[src/rtl/serial_add_pkg.sv]
// ---------------------------------------------------------------------------
// serial_add_pkg
// Shared definitions for the bit-serial adder controller:
//   - state_t      : controller state encoding (2 bits)
//   - DEFAULT_WIDTH: default operand width for serial_add_ctrl
// ---------------------------------------------------------------------------
package serial_add_pkg;

    localparam int DEFAULT_WIDTH = 8;

    typedef enum logic [1:0] {
        ST_IDLE  = 2'd0,
        ST_SHIFT = 2'd1,
        ST_DONE  = 2'd2
    } state_t;

endpackage : serial_add_pkg

[src/rtl/fa_cell.sv]
// ---------------------------------------------------------------------------
// fa_cell
// Single-bit full adder. Purely combinational.
// Ports:
//   x, y  : operand bits
//   ci    : carry in
//   z     : sum bit
//   co    : carry out (majority of x, y, ci)
// ---------------------------------------------------------------------------
module fa_cell (
    input  logic x,
    input  logic y,
    input  logic ci,
    output logic z,
    output logic co
);

    assign z  = x ^ y ^ ci;
    assign co = (x & y) | (x & ci) | (y & ci);

endmodule : fa_cell

[src/rtl/serial_add_ctrl.sv]
// ---------------------------------------------------------------------------
// serial_add_ctrl
// Bit-serial adder: one shared fa_cell processes a WIDTH-bit addition one
// bit per clock, LSB first. Operands are accepted on start while idle; busy
// is high while bits are shifted; done pulses for one cycle when sum/cout
// hold the final result. sum/cout keep their value until the next accepted
// start.
//
// Optional build macro: SERIAL_ADD_SUB_EN
//   When defined, adds input 'sub' (subtract a - b, sampled with start) and
//   output 'ovf' (signed overflow of the last operation).
//
// Ports:
//   clk    : clock, rising edge
//   rst_n  : asynchronous active-low reset
//   start  : operation request, honoured only in IDLE
//   a, b   : WIDTH-bit operands, sampled on accepted start
//   cin    : carry in, sampled on accepted start
//   sub    : (SERIAL_ADD_SUB_EN) subtract select
//   ovf    : (SERIAL_ADD_SUB_EN) carry-into-MSB xor carry-out-of-MSB
//   busy   : high while bits are being processed
//   done   : one-cycle pulse, result valid
//   sum    : result register (intermediate bits visible while busy)
//   cout   : final carry out
// ---------------------------------------------------------------------------
module serial_add_ctrl
    import serial_add_pkg::*;
#(
    parameter int WIDTH = DEFAULT_WIDTH
) (
    input  logic             clk,
    input  logic             rst_n,
    input  logic             start,
    input  logic [WIDTH-1:0] a,
    input  logic [WIDTH-1:0] b,
    input  logic             cin,
`ifdef SERIAL_ADD_SUB_EN
    input  logic             sub,
    output logic             ovf,
`endif
    output logic             busy,
    output logic             done,
    output logic [WIDTH-1:0] sum,
    output logic             cout
);

    localparam int CNT_W = $clog2(WIDTH) + 1;
    localparam logic [CNT_W-1:0] LAST_BIT = CNT_W'(WIDTH - 1);

    state_t           state;
    logic [WIDTH-1:0] a_sh;
    logic [WIDTH-1:0] b_sh;
    logic             carry;
    logic [CNT_W-1:0] cnt;

    logic             cell_s;
    logic             cell_co;

    // Values loaded into the B shift register and carry flop on start.
    // Subtraction is a + ~b + 1, so the carry flop takes the "+1".
    logic [WIDTH-1:0] b_load;
    logic             c_load;

`ifdef SERIAL_ADD_SUB_EN
    assign b_load = sub ? ~b : b;
    assign c_load = sub ? 1'b1 : cin;
`else
    assign b_load = b;
    assign c_load = cin;
`endif

    fa_cell u_fa_cell (
        .x  (a_sh[0]),
        .y  (b_sh[0]),
        .ci (carry),
        .z  (cell_s),
        .co (cell_co)
    );

    always_ff @(posedge clk or negedge rst_n) begin
        if (!rst_n) begin
            state <= ST_IDLE;
            a_sh  <= '0;
            b_sh  <= '0;
            carry <= 1'b0;
            cnt   <= '0;
            sum   <= '0;
            cout  <= 1'b0;
            busy  <= 1'b0;
            done  <= 1'b0;
`ifdef SERIAL_ADD_SUB_EN
            ovf   <= 1'b0;
`endif
        end else begin
            case (state)
                ST_IDLE: begin
                    done <= 1'b0;
                    if (start) begin
                        a_sh  <= a;
                        b_sh  <= b_load;
                        carry <= c_load;
                        cnt   <= '0;
                        busy  <= 1'b1;
                        state <= ST_SHIFT;
                    end
                end
                ST_SHIFT: begin
                    a_sh  <= a_sh >> 1;
                    b_sh  <= b_sh >> 1;
                    // New sum bit enters at the MSB so that after WIDTH
                    // shifts bit 0 of the result lands in sum[0].
                    sum   <= {cell_s, sum[WIDTH-1:1]};
                    carry <= cell_co;
                    cnt   <= cnt + CNT_W'(1);
                    if (cnt == LAST_BIT) begin
                        cout  <= cell_co;
`ifdef SERIAL_ADD_SUB_EN
                        // carry still holds the carry into the MSB here.
                        ovf   <= carry ^ cell_co;
`endif
                        busy  <= 1'b0;
                        done  <= 1'b1;
                        state <= ST_DONE;
                    end
                end
                ST_DONE: begin
                    done  <= 1'b0;
                    state <= ST_IDLE;
                end
                default: begin
                    busy  <= 1'b0;
                    done  <= 1'b0;
                    state <= ST_IDLE;
                end
            endcase
        end
    end

endmodule : serial_add_ctrl
[config.mk]
export PLATFORM = sky130hd
export DESIGN_NAME = serial_add_ctrl
export DESIGN_NICKNAME = d
export VERILOG_FILES = /design/src/rtl/serial_add_pkg.sv /design/src/rtl/fa_cell.sv /design/src/rtl/serial_add_ctrl.sv
export SDC_FILE = /design/constraint.sdc
export NUM_CORES = 1
export LEC_CHECK = 0
export CORE_MARGIN = 3
export CORE_UTILIZATION = 46
export DETAILED_ROUTE_END_ITERATION = 8
export GPL_TIMING_DRIVEN = 0
export PLACE_DENSITY = 0.86
export SYNTH_ARGS = -nofsm -noshare
export SYNTH_HDL_FRONTEND = slang
export SYNTH_SLANG_ARGS = --single-unit
[constraint.sdc]
create_clock -name clk -period 1.4 [get_ports clk]
set_clock_uncertainty 0.05 [all_clocks]
set_input_delay 0.14 -clock clk [delete_from_list [all_inputs] [get_ports clk]]
set_output_delay 0.14 -clock clk [all_outputs]
set_load 0.02 [all_outputs]
==> results of run 1 <==
## final timing paths
path / startpoint / endpoint / cells past startpoint
min: rst_n / sum[5] / 2
max: cnt[1] / cout / 4
max reg2reg: cnt[1] / cout / 4
max in group asynchronous: rst_n / state[1] / 2
min in group clk: b[2] / b_sh[2] / 3
min reg2reg: sum[0] / sum[0] / 2
## Yosys cell counts
cell                        n  area (um2)
sky130_fd_sc_hd__dfrtp_1   34         851
sky130_fd_sc_hd__nand2_1   28         105
sky130_fd_sc_hd__a21oi_1   18        90.1
sky130_fd_sc_hd__a22oi_1   15         113
sky130_fd_sc_hd__nor2b_1   10        62.6
sky130_fd_sc_hd__o21ai_1   10        50.1
sky130_fd_sc_hd__and2b_1    8        60.1
sky130_fd_sc_hd__o21ai_0    8        40.0
sky130_fd_sc_hd__buf_2      4        20.0
sky130_fd_sc_hd__nor2_1     4        15.0
sky130_fd_sc_hd__clkbuf_1   3        11.3
sky130_fd_sc_hd__a22o_1     2        17.5
sky130_fd_sc_hd__buf_6      2        22.5
sky130_fd_sc_hd__nand3_1    2        10.0
sky130_fd_sc_hd__and2_4     1        8.76
sky130_fd_sc_hd__and3b_1    1        8.76
sky130_fd_sc_hd__buf_4      1        7.51
sky130_fd_sc_hd__buf_8      1        15.0
sky130_fd_sc_hd__fa_1       1        20.0
sky130_fd_sc_hd__ha_1       1        12.5
sky130_fd_sc_hd__inv_1      1        3.75
sky130_fd_sc_hd__mux2_2     1        11.3
sky130_fd_sc_hd__mux2_4     1        15.0
sky130_fd_sc_hd__nand2b_1   1        6.26
sky130_fd_sc_hd__nor2b_2    1        8.76
sky130_fd_sc_hd__o21bai_1   1        7.51
sky130_fd_sc_hd__o311ai_1   1        8.76
sky130_fd_sc_hd__o32ai_1    1        8.76
## per-stage QoR
step / worst slack (ps) / power [mW] / instance area [um2] / TNS (ps)
after global routing: -45.6 / 4.65 / 2080 / -106
after CTS: 0.165 / 4.22 / 2050 / 0
after floorplan: 8.34 / 2.94 / 1610 / 0
final: -5.17 / 4.28 / 2080 / -5.17
after global placement: -496 / 3.55 / 1970 / -20230
after detailed placement: -276 / 3.68 / 1960 / -4610
## cell type report
type                            instances  area [um2]
Buffer                                 11        78.8
Clock buffer                            7        55.1
Clock inverter                          1        5.00
Fill cell                             277        1120
Inverter                                1        3.75
Multi-Input combinational cell        116         694
Sequential cell                        34         852
Tap cell                               44        55.1
Timing Repair Buffer                   37         337
## registers in the layout, summed over array words and instances (netlist names)
register / count
a_sh: 8
b_sh: 8
sum: 8
cnt: 4
state: 2
busy: 1
carry: 1
cout: 1
done: 1
## critical path, delay by kind of cell, from the launching register on
kind,cells,cell delay [ps]
fa+ha+maj,1,190
flops,1,400
simple gates,2,380
mux,1,290
## layer usage
metal / part of all wire / wire, um
met4: 0.013 / 51
met1: 0.40 / 1530
met5: 0 / 0
met2: 0.51 / 1960
met3: 0.071 / 269
## cells by family (layout without fill, tap and decap cells)
kind of cell | Yosys count | in the layout | synth area share
flops | 34 | 34 | 0.528
compound gates | 56 | 56 | 0.208
fa+ha+maj | 2 | 2 | 0.0202
mux | 2 | 2 | 0.0163
simple gates | 56 | 56 | 0.177
buf+inv | 12 | 57 | 0.0497
## power groups by stage
| stage | clock [mW] | combinational, mW | sequential, mW |
|---|---|---|---|
| 2_1_floorplan | 0 | 1.11 | 1.82 |
| 3_3_place_gp | 0 | 1.85 | 1.70 |
| 3_5_place_dp | 0 | 1.95 | 1.73 |
| 4_1_cts | 0.578 | 1.95 | 1.69 |
| 5_1_grt | 0.626 | 2.27 | 1.75 |
| 6_report | 0.564 | 2.02 | 1.69 |
## what timing repair did
action,4_1_cts,5_1_grt
hold endpoints to repair,34,0
gates resized for setup,11,5
endpoints found under the setup margin,12,13
buffers inserted,4,2
pin swaps,1,2
hold buffers,1,0
==> flow_results.xml, run 1 <==
<?xml version="1.0" encoding="UTF-8"?>
<metrics>
  <group name="outcome">
    <metric name="status" unit="">finished with violations</metric>
    <metric name="violations" unit="">setup timing</metric>
  </group>
  <group name="die">
    <metric name="floorplan.die.width" unit="um">65.2</metric>
    <metric name="die_area" unit="um2">4250</metric>
    <metric name="start_util" unit="">0.503</metric>
    <metric name="num_io_pins" unit="">31</metric>
    <metric name="core" unit="um2">3200</metric>
    <metric name="placementRows" unit="">20</metric>
    <metric name="chipHeight" unit="um">65.2</metric>
  </group>
  <group name="timing">
    <metric name="unrepaired_setup_endpoints_after_global_routing" unit="">true</metric>
    <metric name="achievable-frequency" unit="MHz">712</metric>
    <metric name="min_period_over_period" unit="">1.00</metric>
    <metric name="holdWs" unit="ps">342</metric>
    <metric name="hold_violations" unit="">0</metric>
    <metric name="setup_viol" unit="">1</metric>
    <metric name="final_worst_slack" unit="ps">-5.17</metric>
    <metric name="worst-slew-pin-transition" unit="ps">739</metric>
    <metric name="post-route-min-period" unit="ps">1410</metric>
    <metric name="slew-limit-headroom" unit="">0.508</metric>
    <metric name="timing_max_transition_violations_final" unit="">0</metric>
  </group>
  <group name="setup_path">
    <metric name="worst-path-max-fanout" unit="">2</metric>
    <metric name="critical_path_launch_point_type" unit="">register</metric>
    <metric name="critical-path-max-stage-delay" unit="ps">400</metric>
    <metric name="crit_arrival" unit="ps">1580</metric>
    <metric name="setup.reg_to_reg.worst_slack" unit="ps">-5</metric>
    <metric name="category_of_the_critical_setup_timing_path" unit="">reg -&gt; reg</metric>
    <metric name="timing.critical_path.to_type" unit="">register</metric>
    <metric name="timing.critical_path.required" unit="ps">1580</metric>
    <metric name="crit_path_cell_trace" unit="">ha_2 -&gt; and3b_2 -&gt; and2_4 -&gt; mux2_4</metric>
    <metric name="crit_slowest_cell" unit="">sky130_fd_sc_hd__dfrtp_1</metric>
  </group>
  <group name="global_route">
    <metric name="grt.met3_usage" unit="">0.0632</metric>
    <metric name="grt_util_all_layers" unit="">0.205</metric>
    <metric name="wire_length_of_the_first_global_routing_pass" unit="um">6670</metric>
    <metric name="grt_overflow" unit="">0</metric>
    <metric name="busiest_layer" unit="">met2</metric>
    <metric name="grt_start_max_net_pins" unit="">35</metric>
    <metric name="grt_pass1_vias" unit="">1498</metric>
    <metric name="antenna_found_initial" unit="">0</metric>
    <metric name="globalRouteMet1Util" unit="">0.240</metric>
    <metric name="globalRouteMet2Util" unit="">0.351</metric>
  </group>
  <group name="synthesis">
    <metric name="post_synth_design_cell_area" unit="um2">1610</metric>
    <metric name="synth-seq-area-share" unit="">0.528</metric>
    <metric name="avgSynthCellArea" unit="um2">9.94</metric>
    <metric name="postSynthRegisterBits" unit="">34</metric>
    <metric name="ys_types" unit="">28</metric>
    <metric name="ys.warnings.count" unit="">0</metric>
    <metric name="net_count_synth" unit="">184</metric>
    <metric name="netlist_instances" unit="">162</metric>
  </group>
  <group name="cells_and_area">
    <metric name="final_common_cell" unit="">sky130_fd_sc_hd__dfrtp_1</metric>
    <metric name="syn2layout_area_growth" unit="%">29.2</metric>
    <metric name="post_layout_nonfiller_instances" unit="">251</metric>
    <metric name="drive_gt1_frac" unit="">0.150</metric>
    <metric name="final_core_utilization" unit="">0.650</metric>
    <metric name="leading_cell_types_in_the_layout_fill_and_taps_excluded" unit="">33 x sky130_fd_sc_hd__dfrtp_1, 28 x sky130_fd_sc_hd__nand2_1, 18 x sky130_fd_sc_hd__a21oi_1, 18 x sky130_fd_sc_hd__clkdlybuf4s50_1, 15 x sky130_fd_sc_hd__a22oi_1</metric>
    <metric name="fin_nets" unit="">228</metric>
    <metric name="num_antenna_cells" unit="">0</metric>
  </group>
  <group name="clock_network">
    <metric name="clk_root_buffer_cell" unit="">sky130_fd_sc_hd__clkbuf_4</metric>
    <metric name="clk-insertion-delay-late" unit="ps">340</metric>
    <metric name="number_of_buffers_added_by_the_clock_tree_synthesis_step" unit="">5</metric>
    <metric name="clk_path_buf_depth" unit="">2</metric>
    <metric name="clkTransAtPathRegs" unit="ps">100</metric>
    <metric name="ctsHtreeMaxLevel" unit="">2</metric>
    <metric name="tritoncts_clock_tree" unit="">built</metric>
    <metric name="cts.sink_count" unit="">34</metric>
  </group>
  <group name="place">
    <metric name="hpwlAfterDp" unit="um">2580</metric>
    <metric name="numPlacedInstances" unit="">236</metric>
    <metric name="gpl.final_weighted_congestion" unit="">0.862</metric>
    <metric name="placement.io_buffers" unit="">30</metric>
  </group>
  <group name="route">
    <metric name="detail_route.first_pass.iterations" unit="">4</metric>
    <metric name="route.detailed.wl_per_inst" unit="um">15.2</metric>
    <metric name="via_per_inst" unit="">5.43</metric>
    <metric name="route.final.wire_length" unit="um">3810</metric>
    <metric name="detail-route-antenna-nets" unit="">0</metric>
    <metric name="detailroute.via_count" unit="">1364</metric>
    <metric name="drt_first_iter_violations" unit="">72</metric>
    <metric name="detail_route.drc_violations" unit="">0</metric>
  </group>
  <group name="flow_run">
    <metric name="max-cap-violations" unit="">0</metric>
  </group>
  <group name="pwr">
    <metric name="p_per_area" unit="nW/um2">2060</metric>
    <metric name="power_frac_seq" unit="">0.396</metric>
    <metric name="p_leak" unit="nW">0.987</metric>
    <metric name="power.switching" unit="mW">1.73</metric>
    <metric name="clkPwrFrac" unit="">0.132</metric>
    <metric name="combinationalPowerShare" unit="">0.472</metric>
    <metric name="sw_frac_of_total" unit="">0.404</metric>
    <metric name="power.ir.vdd_worst" unit="V">0.000977</metric>
    <metric name="cellInternalPower" unit="mW">2.55</metric>
  </group>
  <group name="worst_hold_path">
    <metric name="timing.hold.worst.class" unit="">in -&gt; async</metric>
  </group>
</metrics>
Power figures use the tool's default switching activity.
==> inputs of run 2 (changes only) <==
- PLACE_DENSITY: 0.86 -> unset
- PLACE_DENSITY_LB_ADDON: unset -> 0.15
==> run 2 against run 1 <==
Compared with the run above: register-to-register slack better by 30 ps; clock power up 25%; clock-buffer cell count unchanged; sequential cell count unchanged; worst hold slack about the same; first-iteration DRC count down 1.4%; combinational power about the same; sequential share of layout area down 0.40 points; final cell count up 0.40%; the flow now finishes without violations; worst setup slack better by 28 ps; non-clock buffer count up 1.
==> flow_results.xml, run 2 (synthesis gave the netlist of run 1 again) <==
<?xml version="1.0" encoding="UTF-8"?>
<metrics>
  <group name="setup_path">
    <metric name="crit_arrival" unit="ps">1560</metric>
    <metric name="timing.critical_path.required" unit="ps">1580</metric>
    <metric name="timing.reg2reg.worst_path_depth" unit="">4</metric>
    <metric name="category_of_the_critical_setup_timing_path" unit="">reg -&gt; reg</metric>
    <metric name="critical_path_launch_point_type" unit="">register</metric>
    <metric name="worst-path-max-fanout" unit="">2</metric>
    <metric name="timing.critical_path.to_type" unit="">register</metric>
  </group>
  <group name="flow_run">
    <metric name="max-cap-violations" unit="">0</metric>
  </group>
  <group name="route">
    <metric name="route.detailed.wl_per_inst" unit="um">14.2</metric>
    <metric name="detail-route-antenna-nets" unit="">0</metric>
    <metric name="drt_first_iter_violations" unit="">71</metric>
    <metric name="detail_route.drc_violations" unit="">0</metric>
    <metric name="detail_route.first_pass.iterations" unit="">4</metric>
    <metric name="route.final.wire_length" unit="um">3580</metric>
    <metric name="detailroute.via_count" unit="">1352</metric>
    <metric name="via_per_inst" unit="">5.37</metric>
  </group>
  <group name="global_route">
    <metric name="wire_length_of_the_first_global_routing_pass" unit="um">6180</metric>
    <metric name="grt_overflow" unit="">0</metric>
    <metric name="grt_pass1_vias" unit="">1372</metric>
    <metric name="grt_util_all_layers" unit="">0.192</metric>
    <metric name="antenna_found_initial" unit="">0</metric>
    <metric name="grt_start_max_net_pins" unit="">35</metric>
  </group>
  <group name="timing">
    <metric name="post-route-min-period" unit="ps">1380</metric>
    <metric name="final_worst_slack" unit="ps">23.3</metric>
    <metric name="timing_max_transition_violations_final" unit="">0</metric>
    <metric name="hold_violations" unit="">0</metric>
    <metric name="setup-tns-final" unit="ps">0</metric>
    <metric name="min_period_over_period" unit="">0.983</metric>
    <metric name="slew-limit-headroom" unit="">0.497</metric>
    <metric name="unrepaired_setup_endpoints_after_global_routing" unit="">true</metric>
    <metric name="worst-slew-pin-transition" unit="ps">754</metric>
    <metric name="setup_viol" unit="">0</metric>
    <metric name="achievable-frequency" unit="MHz">726</metric>
  </group>
  <group name="clock_network">
    <metric name="clk_root_buffer_cell" unit="">sky130_fd_sc_hd__clkbuf_4</metric>
    <metric name="clk_path_buf_depth" unit="">2</metric>
    <metric name="clk-insertion-delay-late" unit="ps">340</metric>
    <metric name="tritoncts_clock_tree" unit="">built</metric>
    <metric name="clkTransAtPathRegs" unit="ps">100</metric>
    <metric name="cts.sink_count" unit="">34</metric>
    <metric name="ctsHtreeMaxLevel" unit="">2</metric>
    <metric name="number_of_buffers_added_by_the_clock_tree_synthesis_step" unit="">5</metric>
  </group>
  <group name="cells_and_area">
    <metric name="final_core_utilization" unit="">0.655</metric>
    <metric name="drive_gt1_frac" unit="">0.149</metric>
    <metric name="design_area" unit="um2">2100</metric>
    <metric name="num-fill-cells" unit="">291</metric>
    <metric name="largestRegisters" unit="">a_sh: 8 flops, b_sh: 8 flops, sum: 8 flops</metric>
    <metric name="syn2layout_area_growth" unit="%">30.3</metric>
    <metric name="leading_cell_types_in_the_layout_fill_and_taps_excluded" unit="">34 x sky130_fd_sc_hd__dfrtp_1, 28 x sky130_fd_sc_hd__nand2_1, 18 x sky130_fd_sc_hd__a21oi_1, 18 x sky130_fd_sc_hd__clkdlybuf4s50_1, 14 x sky130_fd_sc_hd__a22oi_1</metric>
    <metric name="final_common_cell" unit="">sky130_fd_sc_hd__dfrtp_1</metric>
    <metric name="fin_nets" unit="">229</metric>
    <metric name="num_antenna_cells" unit="">0</metric>
  </group>
  <group name="place">
    <metric name="dpl_cell_area" unit="um2">1960</metric>
    <metric name="dpl_worst_slack" unit="ps">-256</metric>
    <metric name="hpwlAfterDp" unit="um">2420</metric>
    <metric name="gpl.final_weighted_congestion" unit="">0.811</metric>
    <metric name="placement.io_buffers" unit="">30</metric>
  </group>
  <group name="pwr">
    <metric name="p_leak" unit="nW">0.999</metric>
    <metric name="p_per_area" unit="nW/um2">2090</metric>
    <metric name="power.ir.vdd_worst" unit="V">0.00134</metric>
    <metric name="post-layout-total-power" unit="mW">4.38</metric>
  </group>
  <group name="die">
    <metric name="core" unit="um2">3200</metric>
    <metric name="die_area" unit="um2">4250</metric>
    <metric name="placementRows" unit="">20</metric>
    <metric name="num_io_pins" unit="">31</metric>
    <metric name="chipHeight" unit="um">65.2</metric>
    <metric name="start_util" unit="">0.503</metric>
    <metric name="floorplan.die.width" unit="um">65.2</metric>
  </group>
  <group name="outcome">
    <metric name="status" unit="">finished, final reports clean</metric>
  </group>
  <group name="worst_hold_path">
    <metric name="timing.hold.worst.class" unit="">in -&gt; async</metric>
  </group>
</metrics>
[run 2: layout make-up]
cell class,count,area (um2),area share
Clock buffer,7,45.0,0.0215
Clock inverter,1,30.0,0.0143
Tap cell,44,55.1,0.0262
Multi-Input combinational cell,116,692,0.330
Buffer,11,77.6,0.0370
Sequential cell,34,851,0.405
Timing Repair Buffer,38,344,0.164
Inverter,1,3.75,0.00179
[run 2: critical path: stages (launching register included)]
cell	delay, ps
sky130_fd_sc_hd__dfrtp_1	400
sky130_fd_sc_hd__ha_2	190
sky130_fd_sc_hd__and3b_2	210
sky130_fd_sc_hd__and2_4	140
sky130_fd_sc_hd__mux2_4	290
[run 2: stage by stage]
stage | hold slack [ps] | cells
final | 341 | 252
after global routing | 366 | 252
after floorplan | -206 | 162
after detailed placement | 206 | 236
after CTS | 344 | 249
after global placement | 408 | 236
[run 2: repair_timing]
item | 4_1_cts | 5_1_grt
pin swaps | 1 | 2
hold buffers | 1 | 0
endpoints found under the hold margin | 34 | 0
endpoints found under the setup margin | 12 | 11
buffers inserted | 4 | 3
gates resized for setup | 11 | 7
[run 2: per-layer routing]
| layer | GRT usage | up-vias | part of all wire |
|---|---|---|---|
| met4 | 0.0933 | 0 | 0.018 |
| li1 | - | 656 | - |
| met5 | 0 | - | 0 |
| met1 | 0.241 | 662 | 0.45 |
| met2 | 0.307 | 28 | 0.48 |
| met3 | 0.0530 | 6 | 0.048 |
[run 2: report_power, final]
group | internal [mW] | total [mW] | switching (mW) | leakage [nW]
Combinational | 0.918 | 1.99 | 1.07 | 0.519
Sequential | 1.39 | 1.69 | 0.303 | 0.440
Clock | 0.379 | 0.704 | 0.325 | 0.0395
[run 2: worst paths after layout]
path	startpoint	end	slack [ps]
worst max-delay path	cnt[1]	cout	20
worst min-delay path	rst_n	sum[0]	340
worst max register to register	cnt[1]	cout	20
worst min register to register	sum[3]	sum[2]	450
max in group asynchronous	rst_n	b_sh[2]	470
min in group clk	b[7]	b_sh[7]	370
==> inputs of run 3 (changes only) <==
- CORE_UTILIZATION: 46 -> 30
- clock period: 1.4 -> 1.6 ns (I/O delays scaled with it)
==> run 3 against run 2 <==
Compared with the run above: routed wire length rose by 3.0%; critical endpoint unchanged; total power down 13%; sequential share of layout area grew 0.073 points; sequential power is 12% lower; die area up 48%; register-to-register slack gained 60 ps; worst setup slack improved by 60 ps; critical path depth unchanged; combinational power shrank 16%; final cell count grew 7.5%.
==> flow_results.xml, run 3 (synthesis gave the netlist of run 1 again) <==
<?xml version="1.0" encoding="UTF-8"?>
<metrics>
  <group name="outcome">
    <metric name="status" unit="">finished, final reports clean</metric>
  </group>
  <group name="cells_and_area">
    <metric name="final_common_cell" unit="">sky130_fd_sc_hd__dfrtp_1</metric>
    <metric name="multiInputGateArea" unit="um2">679</metric>
    <metric name="fin_nets" unit="">222</metric>
    <metric name="post_layout_nonfiller_instances" unit="">271</metric>
    <metric name="design_area" unit="um2">2090</metric>
    <metric name="drive_gt1_frac" unit="">0.0995</metric>
    <metric name="area.sequential" unit="um2">851</metric>
    <metric name="leading_cell_types_in_the_layout_fill_and_taps_excluded" unit="">34 x sky130_fd_sc_hd__dfrtp_1, 29 x sky130_fd_sc_hd__clkdlybuf4s50_1, 28 x sky130_fd_sc_hd__nand2_1</metric>
    <metric name="largestRegisters" unit="">a_sh: 8 flops, b_sh: 8 flops, sum: 8 flops</metric>
    <metric name="syn2layout_area_growth" unit="%">30.1</metric>
    <metric name="final_core_utilization" unit="">0.407</metric>
    <metric name="num-fill-cells" unit="">538</metric>
    <metric name="num_antenna_cells" unit="">0</metric>
  </group>
  <group name="timing">
    <metric name="timing_max_transition_violations_final" unit="">0</metric>
    <metric name="achievable-frequency" unit="MHz">659</metric>
    <metric name="post-route-min-period" unit="ps">1520</metric>
    <metric name="final_worst_slack" unit="ps">83.4</metric>
    <metric name="setup_viol" unit="">0</metric>
    <metric name="min_period_over_period" unit="">0.948</metric>
    <metric name="hold_violations" unit="">0</metric>
    <metric name="setup-tns-final" unit="ps">0</metric>
    <metric name="worst-slew-pin-transition" unit="ps">781</metric>
    <metric name="holdWs" unit="ps">428</metric>
    <metric name="slew-limit-headroom" unit="">0.479</metric>
    <metric name="unrepaired_setup_endpoints_after_global_routing" unit="">false</metric>
  </group>
  <group name="clock_network">
    <metric name="hold_fix_buffers_at_cts" unit="">1</metric>
    <metric name="number_of_buffers_added_by_the_clock_tree_synthesis_step" unit="">5</metric>
    <metric name="clk_path_buf_depth" unit="">2</metric>
    <metric name="clkTransAtPathRegs" unit="ps">70</metric>
    <metric name="ctsHtreeMaxLevel" unit="">2</metric>
    <metric name="clk_root_buffer_cell" unit="">sky130_fd_sc_hd__clkbuf_8</metric>
    <metric name="cts_repair_resize_count" unit="">0</metric>
    <metric name="tritoncts_clock_tree" unit="">built</metric>
    <metric name="cts.sink_count" unit="">34</metric>
    <metric name="cts_setup_buffers" unit="">0</metric>
    <metric name="clk-insertion-delay-late" unit="ps">280</metric>
  </group>
  <group name="die">
    <metric name="chipHeight" unit="um">79.3</metric>
    <metric name="die_area" unit="um2">6280</metric>
    <metric name="num_io_pins" unit="">31</metric>
    <metric name="placementRows" unit="">26</metric>
    <metric name="core" unit="um2">5140</metric>
    <metric name="floorplan.die.width" unit="um">79.3</metric>
    <metric name="start_util" unit="">0.313</metric>
  </group>
  <group name="route">
    <metric name="detail-route-antenna-nets" unit="">0</metric>
    <metric name="via_per_inst" unit="">4.77</metric>
    <metric name="route.detailed.wl_per_inst" unit="um">13.6</metric>
    <metric name="detail_route.drc_violations" unit="">0</metric>
    <metric name="detail_route.first_pass.iterations" unit="">4</metric>
    <metric name="route.final.wire_length" unit="um">3690</metric>
    <metric name="drt_first_iter_violations" unit="">73</metric>
    <metric name="detailroute.via_count" unit="">1293</metric>
  </group>
  <group name="pwr">
    <metric name="power.ir.vdd_worst" unit="V">0.000594</metric>
    <metric name="p_per_area" unit="nW/um2">1820</metric>
    <metric name="p_leak" unit="nW">0.937</metric>
    <metric name="post-layout-total-power" unit="mW">3.82</metric>
  </group>
  <group name="setup_path">
    <metric name="timing.critical_path.to_type" unit="">register</metric>
    <metric name="crit_arrival" unit="ps">1640</metric>
    <metric name="regToRegEndpoint" unit="">cout</metric>
    <metric name="timing.reg2reg.worst_path_depth" unit="">4</metric>
    <metric name="category_of_the_critical_setup_timing_path" unit="">reg -&gt; reg</metric>
    <metric name="setup.reg_to_reg.worst_slack" unit="ps">80</metric>
    <metric name="critical_path_launch_point_type" unit="">register</metric>
    <metric name="timing.critical_path.required" unit="ps">1720</metric>
    <metric name="worst-path-max-fanout" unit="">4</metric>
    <metric name="r2r-start" unit="">cnt[0]</metric>
  </group>
  <group name="worst_hold_path">
    <metric name="timing.hold.worst.class" unit="">reg -&gt; reg</metric>
    <metric name="min-delay-start" unit="">sum[0]</metric>
    <metric name="holdPathStages" unit="">2</metric>
    <metric name="worst_hold_path.endpoint" unit="">sum[0]</metric>
  </group>
  <group name="place">
    <metric name="placement.io_buffers" unit="">30</metric>
    <metric name="gpl.final_weighted_congestion" unit="">0.729</metric>
    <metric name="numPlacedInstances" unit="">262</metric>
    <metric name="dpl_cell_area" unit="um2">1990</metric>
    <metric name="dpl_worst_slack" unit="ps">-105</metric>
    <metric name="hpwlAfterDp" unit="um">2620</metric>
  </group>
  <group name="global_route">
    <metric name="grt_overflow" unit="">0</metric>
    <metric name="grt_util_all_layers" unit="">0.131</metric>
    <metric name="antenna_found_initial" unit="">0</metric>
    <metric name="wire_length_of_the_first_global_routing_pass" unit="um">6330</metric>
    <metric name="grt_start_max_net_pins" unit="">35</metric>
    <metric name="grt_pass1_vias" unit="">1337</metric>
  </group>
  <group name="flow_run">
    <metric name="max-cap-violations" unit="">0</metric>
  </group>
</metrics>
[run 3: cell types whose count changed in the layout (fill, tap and decap cells not counted), moves of 3 or more]
cell,previous run,this run
sky130_fd_sc_hd__dlygate4sd2_1,11,0
sky130_fd_sc_hd__o21ai_1,13,10
sky130_fd_sc_hd__clkbuf_8,0,6
sky130_fd_sc_hd__clkdlybuf4s50_1,18,29
sky130_fd_sc_hd__o21ai_0,5,8
sky130_fd_sc_hd__buf_4,8,1
sky130_fd_sc_hd__clkbuf_4,5,0
[run 3: worst max-delay path: stages, from the launching register on]
cell,delay (ps)
sky130_fd_sc_hd__dfrtp_1,410
sky130_fd_sc_hd__ha_1,230
sky130_fd_sc_hd__and3b_1,240
sky130_fd_sc_hd__and2_4,180
sky130_fd_sc_hd__mux2_4,280
[run 3: worst max-delay path by stage]
stage	to	from	slack [ps]	cells past startpoint
after floorplan	cout	cnt[0]	190	4
after global placement	a_sh[6]	rst_n	-450	1
after detailed placement	cnt[3]	start	-110	5
after CTS	cout	cnt[0]	70	4
after global routing	cout	cnt[0]	20	4
final	cout	cnt[0]	80	4
[run 3: where the power goes]
part,internal [mW],switching (mW)
clock,0.347,0.304
sequential,1.22,0.277
combinational,0.780,0.893
[run 3: per-layer routing]
| metal | vias to the layer above | track usage | share of wire |
|---|---|---|---|
| li1 | 640 | - | - |
| met1 | 621 | 0.161 | 0.45 |
| met2 | 27 | 0.219 | 0.49 |
| met3 | 5 | 0.0385 | 0.045 |
| met4 | 0 | 0.0412 | 0.012 |
| met5 | - | 0 | 0 |
[run 3: cell type report]
class                   instances  share of cell area
well taps                      70              0.0418
repair buffers                 31               0.146
inverters                       1             0.00179
flip-flops and latches         34               0.406
plain buffers                  11              0.0364
multi-input cells             116               0.324
clock buffers                   7              0.0412
clock inverters                 1             0.00239
